===== src/rtl/rambus_wave_reader_pkg.sv =====
// Shared definitions for the rambus wave reader: bus FSM encoding, default
// sizing and the byte-lane helper used to unpack FIFO words into samples.
package rambus_wave_reader_pkg;

    typedef enum logic {
        BUS_IDLE = 1'b0,
        BUS_REQ  = 1'b1
    } bus_state_t;

    localparam int DEF_FIFO_DEPTH = 4;
    localparam int DEF_TIMEOUT    = 255;
    localparam int WORD_W         = 32;

    // Little-endian byte lane: idx 0 selects bits 7:0.
    function automatic logic [7:0] word_byte(input logic [WORD_W-1:0] word,
                                             input logic [1:0]        idx);
        return word[{idx, 3'b000} +: 8];
    endfunction

endpackage


===== src/rtl/rambus_word_fifo.sv =====
// Small synchronous word FIFO holding fetched RAM words until the sample
// engine has consumed all four bytes; flush empties it in one cycle.
module rambus_word_fifo
    import rambus_wave_reader_pkg::*;
#(
    parameter int DEPTH = DEF_FIFO_DEPTH,
    parameter int WIDTH = WORD_W,
    localparam int AW   = $clog2(DEPTH),
    localparam int CW   = AW + 1
) (
    input  logic             clk,
    input  logic             rst_n,
    input  logic             flush,
    input  logic             push,
    input  logic [WIDTH-1:0] push_data,
    input  logic             pop,
    output logic [WIDTH-1:0] head,
    output logic             full,
    output logic             empty,
    output logic [CW-1:0]    count
);

    logic [WIDTH-1:0] mem [DEPTH];
    logic [AW-1:0]    wr_ptr;
    logic [AW-1:0]    rd_ptr;
    logic             do_push;
    logic             do_pop;

    assign full    = (count == CW'(DEPTH));
    assign empty   = (count == '0);
    assign do_push = push && !full && !flush;
    assign do_pop  = pop && !empty && !flush;
    assign head    = mem[rd_ptr];

    // DEPTH is a power of two, so the pointers wrap on their own.
    always_ff @(posedge clk or negedge rst_n) begin
        if (!rst_n) begin
            wr_ptr <= '0;
            rd_ptr <= '0;
            count  <= '0;
        end else if (flush) begin
            wr_ptr <= '0;
            rd_ptr <= '0;
            count  <= '0;
        end else begin
            if (do_push) wr_ptr <= wr_ptr + 1'b1;
            if (do_pop)  rd_ptr <= rd_ptr + 1'b1;
            case ({do_push, do_pop})
                2'b10:   count <= count + 1'b1;
                2'b01:   count <= count - 1'b1;
                default: count <= count;
            endcase
        end
    end

    always_ff @(posedge clk) begin
        if (do_push) mem[wr_ptr] <= push_data;
    end

endmodule


===== src/rtl/rambus_wave_reader.sv =====
// Streams 8-bit samples out of a word-addressed RAM over a single-read bus
// master, prefetching words into a small FIFO and pacing output by period_i.
module rambus_wave_reader
    import rambus_wave_reader_pkg::*;
#(
    parameter int FIFO_DEPTH = DEF_FIFO_DEPTH,
    parameter int TIMEOUT    = DEF_TIMEOUT
) (
    input  logic        wb_clk_i,
    input  logic        wb_rst_n_i,
    input  logic        enable_i,
    input  logic [7:0]  start_word_i,
    input  logic [7:0]  end_word_i,
    input  logic [15:0] period_i,
    output logic [7:0]  sample_o,
    output logic        sample_stb_o,
    output logic        underrun_o,
    output logic        bus_err_o,
    input  logic        clr_flags_i,
    output logic        rambus_wb_clk_o,
    output logic        rambus_wb_rst_o,
    output logic        rambus_wb_stb_o,
    output logic        rambus_wb_cyc_o,
    output logic        rambus_wb_we_o,
    output logic [3:0]  rambus_wb_sel_o,
    output logic [31:0] rambus_wb_dat_o,
    output logic [9:0]  rambus_wb_adr_o,
    input  logic        rambus_wb_ack_i,
    input  logic [31:0] rambus_wb_dat_i
);

    localparam int CW = $clog2(FIFO_DEPTH) + 1;

    bus_state_t        state;
    logic              cyc;
    logic [9:0]        adr;
    logic [7:0]        word_idx;
    logic [7:0]        req_idx;
    logic [7:0]        end_eff;
    logic [7:0]        next_idx;
    logic [15:0]       wd;
    logic              en_d;
    logic              rise;
    logic              restart;
    logic              discard;
    logic              timeout_hit;
    logic              slot_free;
    logic [15:0]       tick_cnt;
    logic [15:0]       reload;
    logic              tick;
    logic [1:0]        byte_idx;
    logic              push;
    logic              pop;
    logic              fifo_full;
    logic              fifo_empty;
    logic [CW-1:0]     fifo_count;
    logic [WORD_W-1:0] head;

    assign rambus_wb_clk_o = wb_clk_i;
    assign rambus_wb_rst_o = ~wb_rst_n_i;
    assign rambus_wb_stb_o = cyc;
    assign rambus_wb_cyc_o = cyc;
    assign rambus_wb_we_o  = 1'b0;
    assign rambus_wb_sel_o = 4'hF;
    assign rambus_wb_dat_o = 32'd0;
    assign rambus_wb_adr_o = adr;

    always_comb begin
        rise        = enable_i && !en_d;
        end_eff     = (end_word_i < start_word_i) ? start_word_i : end_word_i;
        req_idx     = (restart || rise) ? start_word_i : word_idx;
        next_idx    = (word_idx >= end_eff || word_idx < start_word_i)
                      ? start_word_i : word_idx + 8'd1;
        slot_free   = (fifo_count < CW'(FIFO_DEPTH));
        timeout_hit = (state == BUS_REQ) && !rambus_wb_ack_i && (wd == 16'(TIMEOUT - 1));
        // A cycle that saw enable low at any point belongs to the old sequence.
        push        = (state == BUS_REQ) && rambus_wb_ack_i && !discard && enable_i && !fifo_full;
        reload      = (period_i == 16'd0) ? 16'd0 : period_i - 16'd1;
        tick        = enable_i && (tick_cnt == 16'd0);
        pop         = tick && !fifo_empty && (byte_idx == 2'd3);
    end

    always_ff @(posedge wb_clk_i or negedge wb_rst_n_i) begin
        if (!wb_rst_n_i) begin
            state     <= BUS_IDLE;
            cyc       <= 1'b0;
            adr       <= '0;
            word_idx  <= '0;
            wd        <= '0;
            en_d      <= 1'b0;
            restart   <= 1'b1;
            discard   <= 1'b0;
            bus_err_o <= 1'b0;
        end else begin
            en_d      <= enable_i;
            bus_err_o <= timeout_hit || (bus_err_o && !clr_flags_i);
            case (state)
                BUS_IDLE: begin
                    wd      <= '0;
                    discard <= 1'b0;
                    if (enable_i && slot_free) begin
                        state    <= BUS_REQ;
                        cyc      <= 1'b1;
                        adr      <= {req_idx, 2'b00};
                        word_idx <= req_idx;
                        restart  <= 1'b0;
                    end else if (rise) begin
                        restart <= 1'b1;
                    end
                end
                BUS_REQ: begin
                    if (!enable_i) discard <= 1'b1;
                    if (rise)      restart <= 1'b1;
                    if (rambus_wb_ack_i) begin
                        state <= BUS_IDLE;
                        cyc   <= 1'b0;
                        if (push) word_idx <= next_idx;
                    end else if (timeout_hit) begin
                        state <= BUS_IDLE;
                        cyc   <= 1'b0;
                    end else begin
                        wd <= wd + 16'd1;
                    end
                end
                default: begin
                    state <= BUS_IDLE;
                    cyc   <= 1'b0;
                end
            endcase
        end
    end

    // Sample engine: ticks only while enabled; disable flushes pacing and byte position.
    always_ff @(posedge wb_clk_i or negedge wb_rst_n_i) begin
        if (!wb_rst_n_i) begin
            tick_cnt     <= '0;
            byte_idx     <= '0;
            sample_o     <= '0;
            sample_stb_o <= 1'b0;
            underrun_o   <= 1'b0;
        end else begin
            sample_stb_o <= 1'b0;
            underrun_o   <= (tick && fifo_empty) || (underrun_o && !clr_flags_i);
            if (!enable_i) begin
                tick_cnt <= '0;
                byte_idx <= '0;
            end else begin
                tick_cnt <= (tick_cnt == 16'd0) ? reload : tick_cnt - 16'd1;
                if (tick && !fifo_empty) begin
                    sample_o     <= word_byte(head, byte_idx);
                    sample_stb_o <= 1'b1;
                    byte_idx     <= byte_idx + 2'd1;
                end
            end
        end
    end

    rambus_word_fifo #(
        .DEPTH (FIFO_DEPTH),
        .WIDTH (WORD_W)
    ) u_fifo (
        .clk       (wb_clk_i),
        .rst_n     (wb_rst_n_i),
        .flush     (!enable_i),
        .push      (push),
        .push_data (rambus_wb_dat_i),
        .pop       (pop),
        .head      (head),
        .full      (fifo_full),
        .empty     (fifo_empty),
        .count     (fifo_count)
    );

endmodule

===== config.mk =====
export PLATFORM = sky130hd
export DESIGN_NAME = rambus_wave_reader
export DESIGN_NICKNAME = d
export VERILOG_FILES = /design/src/rtl/rambus_wave_reader_pkg.sv /design/src/rtl/rambus_word_fifo.sv /design/src/rtl/rambus_wave_reader.sv
export SDC_FILE = /design/constraint.sdc
export NUM_CORES = 1
export LEC_CHECK = 0
export ABC_AREA = 1
export ABC_CLOCK_PERIOD_IN_PS = 2900
export CAP_MARGIN = 15
export CORE_ASPECT_RATIO = 1.75
export CORE_UTILIZATION = 56
export DETAILED_ROUTE_END_ITERATION = 7
export GPL_ROUTABILITY_DRIVEN = 0
export PLACE_DENSITY = 0.85
export SLEW_MARGIN = 10
export SYNTH_ARGS = -nofsm -noshare
export SYNTH_HDL_FRONTEND = slang
export SYNTH_SLANG_ARGS = --single-unit

===== constraint.sdc =====
create_clock -name wb_clk_i -period 2.9 [get_ports wb_clk_i]
set_input_delay 0.435 -clock wb_clk_i [delete_from_list [all_inputs] [get_ports wb_clk_i]]
set_output_delay 0.435 -clock wb_clk_i [all_outputs]
set_load 0.05 [all_outputs]

# Yosys cells after proc, flatten, opt, wreduce, memory -nomap -nowiden
# Memory sizes are Yosys's and may differ from the RTL's.
# Cells that the tools add are included.
totals:
  register_bits: 73
  mem_bits_rw: 128
  inputBits: 69
  elab_cells: 124
  mem_count: 1
op_classes:
  n_addsub: 9
  magnitude_cmp: 4
  n_eq_ne: 16
  shift: 1
  muxes: 38
  bitwise: 2
  n_reduce_logical: 36
mem_list:
  columns: ["name", "words", "word_bits", "rd", "rd_clocked_by_memory_dff", "wr", "line_no", "source"]
  rows:
  - ["u_fifo.mem", 4, 32, 1, 0, 1, "rambus_word_fifo.sv:23", "logic [WIDTH-1:0] mem [DEPTH];"]
ops:
  columns: ["operator", "n"]
  rows:
  - ["two-way mux 16 bit", 5]
  - ["two-way mux 8 bit", 6]
  - ["zero test 16 bit", 2]
  - ["one-hot mux 16 bit (2 select lines)", 1]
  - ["indexed part select 32 x 6 -> 8 bit", 1]
  - ["subtractor 16 x 1 -> 16 bit, second input constant", 2]
  - ["logical AND 1 bit", 18]
  - ["adder 16 x 1 -> 16 bit, second input constant", 1]
  - ["equality test 16 x 8 -> 1 bit, second input constant", 1]
  - ["less-than comparator 8 bit", 2]
  - ["one-hot mux 8 bit (2 select lines)", 1]
  - ["two-way mux 1 bit", 13]
  - ["two-way mux 2 bit", 6]
  - ["inequality test 2 bit, second input constant", 5]
  - ["adder 8 x 1 -> 8 bit, second input constant", 1]
  - ["greater-or-equal comparator 8 bit", 1]
  - ["inequality test 2 x 1 -> 1 bit, second input constant", 4]
  - ["one-hot mux 1 bit (2 select lines)", 4]
  - ["AND reduction 2 bit", 4]
  - ["adder 2 x 1 -> 2 bit, second input constant", 3]
  - ["zero test 1 bit", 6]
  - ["one-hot mux 3 bit (2 select lines)", 1]
  - ["equality test 2 bit, second input constant", 2]
  - ["logical OR 1 bit", 4]
  - ["11 further kinds", 12]

# Depth between registers and ports, before layout
depth:
  ltp_word: 9
  ltp_mapped: 23

# Hierarchy
# Synthesis repeated with hierarchy kept, for this count alone.
unflattened:
  hier_cells: 1104
  area_unflattened_um2: 10433.8
by_module_without_submodules:
  columns: ["mod", "instances", "cells_per_inst", "area_each_um2", "seq_area_each_um2"]
  rows:
  - ["rambus_word_fifo", 1, 375, 5248.8, 4018.9]
  - ["rambus_wave_reader", 1, 729, 5185.0, 1652.8]

==> reports/metrics.cfg <==
[pwr]
ir_drop_uv = 613
seqPwrFrac_pct = 40.3
clkPwrFrac_pct = 31.6
internal-power_uw = 5940
power.leakage_uw = 0.00503
power.density_nw_per_um2 = 728
pwr-share-comb_pct = 28.1
swShare_pct = 33.5
power.switching_uw = 2990

[placed_design]
placed_area_sq_um = 11600
hpwl_um = 15700
io_buffers = 91
dp.cells = 1416
dpl_worst_slack_ps = -350

[detailed_routing]
wl_met1_um = 8400
drt_iter0_drc = 540
wl_met3_um = 1130
routed_wl_um = 23200
wl_per_cell_um = 16.0
route.met2.wl_um = 12600
avgViaCountPerCell = 5.58
highest_layer = met4
vias = 8099
first_pass_iters = 5
antenna_left = 0
drc = 0

[logic_synthesis]
yosysMostFrequentCell = nand2_1
synth_area_leader_cell = edfxtp_1
yosys-top-cells-count = nand2_1, nor2_1, edfxtp_1
synth_flop_cell = edfxtp_1
syn_area_sq_um = 10400
synth.top_cell.area_share_pct = 37.0
synth.avg_cell_area_sq_um = 9.49
synth_area_leaders = edfxtp_1, dfrtp_1, nand2_1, nor2_1, o21ai_0
syn_inst = 1095
ys.warnings.count = 0
seq_area_frac_synth_pct = 54.6
synthArstFlopShare_pct = 36.3
synth-edff-count = 128
ys_types = 49
synth.ff_latch_count = 201

[sta]
slew_headroom_pct = 34.6
rsz0062_at_grt = no
tightestPinTransition_ps = 980
finClkSkew_ps = 29.3
fin_ws_ps = 83.1
setup_tns_ps = 0
finalSetupViolCount = 0
whs_ps = 62.5
hold_violations = 0
slew_violations = 0

[global_routing]
grt_max_degree = 74
grt_pass1_vias = 8231
grt_first_pass_wirelength_um = 38000
track_usage_pct = 25.0
antenna_found_initial = 0
grt_overflow = 0

[finish]
area.growth.synth_to_final_pct = 17.9
fin_nets = 1309
fin_area_sq_um = 12300
fillCellCount = 1338
n_antenna_cell = 0
final_cell_count_no_fill = 1451
ff_latch_area_sq_um = 5670
multi_input_area_sq_um = 4030
drive_above_1_share_pct = 9.37

[clock_tree]
clkTransAtPathRegs_ps = 60
clock_latency_ps = 620
postCtsSetupBuffers = 0
cts_tree = built

[run]
cap_viol_max_count = 0

[floorplanning]
core_area_sq_um = 18100
ios = 131
die_area_sq_um = 19100
fp.dieH_um = 182
start_util_pct = 57.3
rows = 65
fp.dieW_um = 105

[setup_path]
worstPathArrival_ps = 2380
start_kind = clock port
worst-path-max-fanout = 2
crit_type = clk -> out
critPathCaptureType = output pin
required_ps = 2470

[status]
outcome = finished, final reports clean

[hold_path]
hold_class = in -> async

critical path, cell delays in order:
cell and delay [ps]:
clkbuf_16 120, clkbuf_16 120, clkdlybuf4s50_1 690
timing repair:
item                       in CTS  in global routing
gates resized for setup         0                  1
setup endpoints to repair       0                  1
hold buffers                    0                  0
logic make-up after synthesis:
logic type               after synthesis  synth area share [%]
XOR/XNOR                              24                  2.02
AND/OR/NAND/NOR                      441                  18.7
other                                  2                0.0723
adder cells (fa/ha/maj)               35                  4.29
flip-flops                           201                  54.6
AO/OA/AOI/OAI                        221                  12.3
buffers and inverters                171                  8.11
layout by cell type, fill, tap and decap left out, drive strengths merged, types with 2 or more instances in the layout:
master	instances
conb	39
a22oi	2
o21ai	121
o211ai	24
o21a	2
dfrtp	72
clkdlybuf4s50	90
xor2	15
clkinvlp	2
nor2	164
nand2	190
a21oi	36
nor4	5
nand3	58
o221ai	8
inv	95
ha	34
nand4	13
edfxtp	128
o22ai	17
xnor2	9
bufinv	4
clkinv	3
clkbuf	27
or2	4
o21bai	2
nor3	5
buf	35
a31oi	5
cell type report:
cell class	count	area share, %
repair buffers	124	9.72
well taps	234	2.39
inverters	96	2.95
clock buffers	28	4.55
multi-input cells	760	32.9
clock inverters	8	1.27
flip-flops and latches	201	46.3
per-stage QoR:
step	util [%]	power [uW]
3_5_place_dp	63.7	6200
2_1_floorplan	-	5500
5_1_grt	67.6	9380
6_report	67.6	8930
4_1_cts	67.6	8960
3_3_place_gp	63.7	6130
registers in the layout, summed over array words and instances, names as in the netlist, 2 cells and up:
| name | cells |
|---|---|
| u_fifo.mem | 128 |
| tick_cnt | 16 |
| wd | 16 |
| rambus_wb_adr_o | 8 |
| sample_o | 8 |
| word_idx | 8 |
| u_fifo.count | 3 |
| byte_idx | 2 |
| u_fifo.rd_ptr | 2 |
| u_fifo.wr_ptr | 2 |
worst paths after layout:
| path | endpoint | slack (ps) | cells after the start | from |
|---|---|---|---|---|
| setup / recovery | rambus_wb_clk_o | 80 | 3 | wb_clk_i |
| hold / removal | bus_err_o | 60 | 2 | wb_rst_n_i |
| setup reg to reg | u_fifo.count[2] | 620 | 12 | byte_idx[1] |
| hold reg to reg | tick_cnt[0] | 470 | 1 | tick_cnt[0] |
| max in group asynchronous | u_fifo.rd_ptr[0] | 2130 | 2 | wb_rst_n_i |
| min in group wb_clk_i | bus_err_o | 430 | 2 | clr_flags_i |
power groups by stage:
stage	combinational (uW)	clock, uW	sequential, uW
after floorplan	1580	74.3	3850
after global placement	2410	79.6	3640
after detailed placement	2480	79.6	3640
after CTS	2510	2860	3590
after global routing	2760	2980	3630
final	2510	2830	3590
per-layer routing:
metal	track usage [%]	up-vias
met5	0	-
met4	13.4	0
met3	3.71	80
met2	47.7	300
met1	25.9	3833
li1	-	3886
Power figures use the tool's default switching activity.
